`config.mk`:
```
export PLATFORM = sky130hd
export DESIGN_NAME = usb_report_in_ep
export DESIGN_NICKNAME = d
export VERILOG_FILES = /design/src/rtl/usb_report_pkg.sv /design/src/rtl/usb_report_in_ep.sv
export SDC_FILE = /design/constraint.sdc
export NUM_CORES = 1
export LEC_CHECK = 0
export ABC_AREA = 1
export CORE_MARGIN = 2
export CORE_UTILIZATION = 50
export CTS_CLUSTER_SIZE = 8
export DETAILED_ROUTE_END_ITERATION = 7
export DONT_BUFFER_PORTS = 1
export PLACE_DENSITY_LB_ADDON = 0.05
export SLEW_MARGIN = 30
export SYNTH_ARGS = -nofsm -noshare
export SYNTH_HDL_FRONTEND = slang
export SYNTH_SLANG_ARGS = --single-unit
```
`constraint.sdc`:
```
create_clock -name clk -period 4.03 [get_ports clk]
set_input_delay 1.0075 -clock clk [delete_from_list [all_inputs] [get_ports clk]]
set_output_delay 1.0075 -clock clk [all_outputs]
set_load 0.01 [all_outputs]
```
`src/rtl/usb_report_pkg.sv`:
```
// Shared definitions for the status-report IN endpoint: FSM states,
// packet header byte and the two possible packet lengths.
package usb_report_pkg;

  typedef enum logic [2:0] {
    ST_IDLE     = 3'd0,
    ST_REQ      = 3'd1,
    ST_PUT      = 3'd2,
    ST_DONE     = 3'd3,
    ST_WAIT_ACK = 3'd4
  } state_e;

  localparam logic [7:0] PKT_HDR       = 8'hA2;
  localparam int         PKT_LEN_PLAIN = 3;  // header, seq, status
  localparam int         PKT_LEN_CKSUM = 4;  // ... plus XOR checksum

endpackage

```
`src/rtl/usb_report_in_ep.sv`:
```
// Status-report IN endpoint: sends a short packet {A2, seq, status[, xor]}
// to a shared USB IN buffer whenever triggered or the status byte changes.
// Optional checksum byte enabled by defining USB_REPORT_CKSUM_EN.
module usb_report_in_ep
  import usb_report_pkg::*;
(
  input  logic       clk,
  input  logic       reset,
  output logic       in_ep_req,
  input  logic       in_ep_grant,
  input  logic       in_ep_data_free,
  output logic       in_ep_data_put,
  output logic [7:0] in_ep_data,
  output logic       in_ep_data_done,
  output logic       in_ep_stall,
  input  logic       in_ep_acked,
  input  logic [7:0] status,
  input  logic       report_trig,
  output logic       busy
);

`ifdef USB_REPORT_CKSUM_EN
  localparam int PKT_LEN = PKT_LEN_CKSUM;
`else
  localparam int PKT_LEN = PKT_LEN_PLAIN;
`endif
  localparam logic [1:0] LAST_IDX = 2'(PKT_LEN - 1);

  state_e     state_q;
  logic [1:0] idx_q;
  logic [7:0] seq_q;
  logic [7:0] snap_q;
  logic [7:0] last_q;
  logic       pending_q;
  logic       done_q;

  logic       go;
  logic       pend_set;
  logic [7:0] byte_d;

  // While idle a report is owed if status moved away from what the host
  // last acknowledged; while busy, compare against the byte in flight so
  // the current packet does not re-trigger itself.
  assign pend_set = report_trig ||
                    ((state_q == ST_IDLE) ? (status != last_q) : (status != snap_q));
  assign go       = (state_q == ST_IDLE) && pending_q;

  assign in_ep_req       = (state_q == ST_REQ) || (state_q == ST_PUT) || (state_q == ST_DONE);
  assign in_ep_data_put  = (state_q == ST_PUT) && in_ep_grant && in_ep_data_free;
  assign in_ep_data      = byte_d;
  assign in_ep_data_done = done_q;
  assign in_ep_stall     = 1'b0;
  assign busy            = (state_q != ST_IDLE);

  // Byte mux for the current packet index; zero outside PUT.
  always_comb begin
    byte_d = 8'h00;
    if (state_q == ST_PUT) begin
      case (idx_q)
        2'd0:    byte_d = PKT_HDR;
        2'd1:    byte_d = seq_q;
        2'd2:    byte_d = snap_q;
`ifdef USB_REPORT_CKSUM_EN
        2'd3:    byte_d = PKT_HDR ^ seq_q ^ snap_q;
`endif
        default: byte_d = 8'h00;
      endcase
    end
  end

  // Pending flag: the transition into REQ consumes it, otherwise any new
  // trigger/change latches it (at most one outstanding report).
  always_ff @(posedge clk or posedge reset) begin
    if (reset)         pending_q <= 1'b0;
    else if (go)       pending_q <= 1'b0;
    else if (pend_set) pending_q <= 1'b1;
  end

  // Packet FSM with index, sequence, snapshot and last-sent bookkeeping.
  always_ff @(posedge clk or posedge reset) begin
    if (reset) begin
      state_q <= ST_IDLE;
      idx_q   <= 2'd0;
      seq_q   <= 8'h00;
      snap_q  <= 8'h00;
      last_q  <= 8'h00;
      done_q  <= 1'b0;
    end else begin
      done_q <= 1'b0;
      case (state_q)
        ST_IDLE: begin
          if (pending_q) begin
            snap_q  <= status;
            state_q <= ST_REQ;
          end
        end
        ST_REQ: begin
          idx_q <= 2'd0;
          if (in_ep_grant) state_q <= ST_PUT;
        end
        ST_PUT: begin
          if (in_ep_data_put) begin
            if (idx_q == LAST_IDX) begin
              idx_q   <= 2'd0;
              done_q  <= 1'b1;
              state_q <= ST_DONE;
            end else begin
              idx_q <= idx_q + 2'd1;
            end
          end
        end
        ST_DONE: state_q <= ST_WAIT_ACK;
        ST_WAIT_ACK: begin
          if (in_ep_acked) begin
            seq_q   <= seq_q + 8'd1;
            last_q  <= snap_q;
            state_q <= ST_IDLE;
          end
        end
        default: state_q <= ST_IDLE;
      endcase
    end
  end

endmodule

```
==> results.json, run 1 <==
{
  "dr.pass1.iters": 4,
  "finalWirelength_um": 3650,
  "clock_latency_ns": 0.35,
  "die_w_um": 62.6,
  "min_period_over_period_pct": 74.0,
  "cpMostUsedCell": "nor2_1",
  "regArea_sq_um": 776,
  "synth_nets": 238,
  "whs_ns": 0.486,
  "start_util_pct": 51.9,
  "antenna_cells": 0,
  "rows": 21,
  "cts.clk_slew.worst_paths_ns": 0.10,
  "tns_ns": 0,
  "endpoint_kind": "primary output",
  "reg2reg_depth": 5,
  "cp_slowest_cell": "dfrtp_1",
  "crit_start": "state_q[2]",
  "design_area_sq_mm": 0.00181,
  "crit_fanout": 15,
  "ir_drop_mv": 0.447,
  "worst_slack_ns": 1.05,
  "wl_per_cell_um": 13.4,
  "layout_commonest_cell": "nand2_1",
  "fillers": 346,
  "ant_nets": 0,
  "arrival_ns": 1.98,
  "finalHoldViolCount": 0,
  "cts_max_path_buffers": 2,
  "cp_cell_sequence": "nor2_4 > inv_1 > nor2_1 > inv_2 > nor2_1 > o21ai_0 > o31ai_1",
  "hpwl_um": 2690,
  "ys_seq_area_share_pct": 45.2,
  "slew_violations": 0,
  "max_stage_delay_ns": 0.48,
  "cts_max_level": 2,
  "post_dp_cell_area_sq_mm": 0.00174,
  "hp-class": "reg2reg",
  "synthDistinctLibCells": 29,
  "crit_type": "reg2out",
  "worstReg2RegEnd": "snap_q[5]",
  "vias": 1430,
  "syn_avg_cell_area_sq_um": 7.70,
  "multi_input_area_sq_um": 764,
  "period_minus_slack_ns": 2.98,
  "io_pins": 27,
  "syn_to_final_growth_pct": 5.61,
  "port_buffers": 0,
  "power_density_mw_per_mm2": 775,
  "ys_ff_latch": 31,
  "numCtsBuffers": 5,
  "grt_usage_pct": 21.4,
  "worst_slew_pin_slew_ns": 0.564,
  "finalClockSkew_ns": 0.0111,
  "power.leakage_nw": 0.924,
  "drive_above_1_share_pct": 8.85,
  "nets": 240,
  "run_status": "finished, final reports clean",
  "dp_slack_ns": 1.44,
  "synth_cells": 223,
  "cp_top_family": "simple AND/OR/NAND/NOR gates",
  "grt_max_degree": 32,
  "cp_num_buf_inv": 2,
  "cts.repair.resized": 0,
  "grt-ovfl-total": 0,
  "setup_viol": 0,
  "r2r_setup_slack_ns": 2.18,
  "drtIter0Drc": 102,
  "relSlewSlack_pct": 62.4,
  "rsz0062_at_grt": "no",
  "cp-endpoint": "in_ep_data[5]",
  "post_cts_buffers": 0,
  "rr_startpoint": "state_q[2]",
  "cap_violations": 0,
  "tritoncts": "yes",
  "grt_first_pass_wirelength_um": 6550,
  "hold_path_depth": 1,
  "antenna_found_initial": 0,
  "start_kind": "flop",
  "cts_sinks": 31,
  "design.die.area_sq_mm": 0.00392,
  "synth_area_sq_mm": 0.00172,
  "fmax_ghz": 0.335,
  "core_sq_mm": 0.00331,
  "cp_num_cells": 7,
  "root_buffer": "clkbuf_4",
  "mostFrequentLayoutCells": "nand2_1 (50), inv_1 (33), dfrtp_1 (31)",
  "drc": 0,
  "ys_warn_count": 0,
  "cts_hold_buffers": 0,
  "globalplace.congestion": 0.791,
  "viasPerCell": 5.26,
  "dieHeight_um": 62.6,
  "p_total_mw": 1.40,
  "grt_pass1_vias": 1414,
  "cp.required_ns": 3.02
}
==> worst register-to-register path: stages, from the launching register on <==
cell     delay, ns
dfrtp_1       0.48
nor2_4        0.31
nand2_2       0.27
nor2_2        0.52
nand2_1       0.11
o21ai_0       0.10
==> layout make-up <==
class,instances,area share (%)
sequential,31,42.8
inverter,35,7.25
multi-input combinational,150,42.2
timing repair buffer,2,0.828
tap,46,3.17
clock buffer,8,3.80
==> power by group <==
part           internal (mW)  switching [mW]  leakage (nW)
clock network          0.103           0.115        0.0386
logic                  0.207           0.450         0.503
registers              0.436          0.0944         0.382
total                  0.745           0.660         0.924
==> routing by layer <==
layer | routed length [um] | global-route usage, %
met4 | 90 | 8.89
met3 | 178 | 6.49
met1 | 1690 | 27.0
met5 | 0 | 0
met2 | 1690 | 34.3
==> synth_stat cells <==
master    instances  share of area, %
nor2_2            2              0.73
ha_1              1              0.73
o22ai_1           4               1.5
or2_2             1              0.36
o21ai_0          24               7.0
o21ai_2           1              0.51
nor3_1            1              0.29
nor2_4            1              0.66
nand3_1          25               7.3
mux2_2            1              0.66
inv_1            33               7.2
nand4_2           1              0.73
nor2_1           16               3.5
nor4_2            1              0.73
dfrtp_1          31                45
clkbuf_1          1              0.22
buf_4             2              0.87
nand2_1          50                11
xnor2_1           1              0.51
buf_6             1              0.66
a21oi_1           2              0.58
nand4_1           2              0.73
xor2_1            6               3.1
buf_2             3              0.87
o31ai_1           4               1.7
nand3b_1          4               1.7
nand2_2           1              0.36
inv_2             2              0.44
conb_1            1              0.22
==> state kept, by name (all words and copies together) (netlist names) <==
signal	flops
snap_q	8
last_q	8
in_ep_data_done	1
pending_q	1
idx_q	2
state_q	3
seq_q	8
==> kinds of logic after synthesis <==
group / synth area share [%]
flops: 45.2
fa+ha+maj: 0.729
mux: 0.656
compound gates: 11.3
other cells: 0.218
simple gates: 28.1
buf+inv: 10.3
xor+xnor: 3.57
==> worst min-delay path by stage <==
| stage | start | end |
|---|---|---|
| after CTS | last_q[1] | last_q[1] |
| after detailed placement | last_q[1] | last_q[1] |
| after global routing | seq_q[3] | seq_q[3] |
| after global placement | last_q[1] | last_q[1] |
| after floorplan | seq_q[7] | seq_q[7] |
| final | seq_q[7] | seq_q[7] |
==> per-stage QoR <==
stage	std cells	util, %
3_3_place_gp	264	52.7
3_5_place_dp	264	52.7
5_1_grt	272	54.8
2_1_floorplan	223	-
4_1_cts	272	54.8
6_report	272	54.8
No activity file was read; power rests on OpenSTA's default activity.
==> run 2, diff against run 1 <==
clock period = 3.1 ns   (was 4.03 ns; I/O delays follow)
==> results.json, run 2 (synthesis gave the netlist of run 1 again) <==
{
  "design_area_sq_mm": 0.00180,
  "cts.clk_slew.worst_paths_ns": 0.11,
  "post_cts_buffers": 0,
  "cts_hold_buffers": 0,
  "syn_to_final_growth_pct": 4.88,
  "grt_pass1_vias": 1336,
  "period_minus_slack_ns": 2.75,
  "ant_nets": 0,
  "design.die.area_sq_mm": 0.00392,
  "fmax_ghz": 0.364,
  "grt_first_pass_wirelength_um": 6180,
  "cp_slowest_cell": "dfrtp_1",
  "port_buffers": 0,
  "cp_num_cells": 7,
  "tritoncts": "yes",
  "cp_cell_sequence": "nor2_4 > inv_1 > nor2_1 > inv_2 > nor2_1 > o21ai_0 > o31ai_1",
  "viasPerCell": 5.26,
  "rsz0062_at_grt": "no",
  "core_sq_mm": 0.00331,
  "vias": 1426,
  "antenna_found_initial": 0,
  "run_status": "finished, final reports clean",
  "drive_above_1_share_pct": 8.89,
  "worst_slew_pin_slew_ns": 0.571,
  "cts_max_path_buffers": 2,
  "reg2reg_depth": 5,
  "finalClockSkew_ns": 0.0197,
  "power_density_mw_per_mm2": 995,
  "die_w_um": 62.6,
  "root_buffer": "clkbuf_4",
  "drc": 0,
  "min_period_over_period_pct": 88.6,
  "cp_top_family": "simple AND/OR/NAND/NOR gates",
  "io_pins": 27,
  "wl_per_cell_um": 13.3,
  "numCtsBuffers": 5,
  "final_util_pct": 54.4,
  "ir_drop_mv": 0.543,
  "cap_violations": 0,
  "drtIter0Drc": 68,
  "crit_type": "reg2out",
  "rows": 21,
  "hp-class": "in2async",
  "cts.repair.resized": 0,
  "mostFrequentLayoutCells": "nand2_1 (50), inv_1 (33), dfrtp_1 (31)",
  "layout_commonest_cell": "nand2_1",
  "cts_max_level": 2,
  "grt_max_degree": 32,
  "dieHeight_um": 62.6,
  "dr.pass1.iters": 4,
  "finalWirelength_um": 3600,
  "cp.required_ns": 2.32,
  "relSlewSlack_pct": 61.9,
  "finalHoldViolCount": 0,
  "max_stage_delay_ns": 0.47,
  "cts_sinks": 31,
  "cp_num_buf_inv": 2,
  "top_regs": "last_q: 8 flops, seq_q: 8 flops, snap_q: 8 flops",
  "crit_fanout": 15,
  "grt_usage_pct": 20.3,
  "antenna_cells": 0,
  "tns_ns": 0,
  "start_kind": "flop",
  "arrival_ns": 1.97,
  "nets": 240,
  "clock_latency_ns": 0.35,
  "grt-ovfl-total": 0,
  "cpMostUsedCell": "nor2_1",
  "setup_viol": 0,
  "hpwl_um": 2660,
  "globalplace.congestion": 0.802,
  "slew_violations": 0,
  "start_util_pct": 51.9,
  "post_dp_cell_area_sq_mm": 0.00174,
  "endpoint_kind": "primary output",
  "power.leakage_nw": 0.920
}
[run 2: layout make-up]
type,instances,area (sq um)
Inverter,35,131
Clock buffer,6,51.3
Multi-Input combinational cell,150,764
Timing Repair Buffer,2,15.0
Clock inverter,1,5.00
Fill cell,350,1510
Tap cell,46,57.6
Sequential cell,31,776
[run 2: final timing paths]
path,from,end,slack [ns]
worst max-delay path,state_q[2],in_ep_data[7],0.35
worst min-delay path,reset,seq_q[3],0.39
worst max register to register,state_q[2],snap_q[5],1.23
worst min register to register,seq_q[7],seq_q[7],0.48
max in group asynchronous,reset,last_q[1],2.41
min in group clk,seq_q[7],seq_q[7],0.48
[run 2: through the flow]
step                hold WS (ns)  std cells  total power, mW  setup slack [ns]
detailed placement         0.462        264             1.55             0.737
global placement           0.464        264             1.52             0.839
floorplan                  0.440        223             1.40              1.08
finish                     0.386        271             1.79             0.353
global route               0.410        271             1.96             0.146
CTS                        0.396        271             1.80             0.366
[run 2: layer usage]
layer | vias up | global-route usage [%] | share of wire [%]
li1 | 719 | - | -
met1 | 659 | 26.3 | 46
met2 | 42 | 32.0 | 46
met3 | 6 | 5.05 | 5.9
met4 | 0 | 9.17 | 1.5
met5 | - | 0 | 0
[run 2: where the power goes]
group	internal [mW]	leakage (nW)	switching [mW]
Combinational	0.269	0.503	0.588
Clock	0.105	0.0341	0.146
Sequential	0.567	0.382	0.118
==> run 3, diff against run 2 <==
CAP_MARGIN = 20   (was default)
GPL_ROUTABILITY_DRIVEN = 0   (was default)
==> results of run 3 <==
Final layout, timing and power as in run 2 (identical DEF).
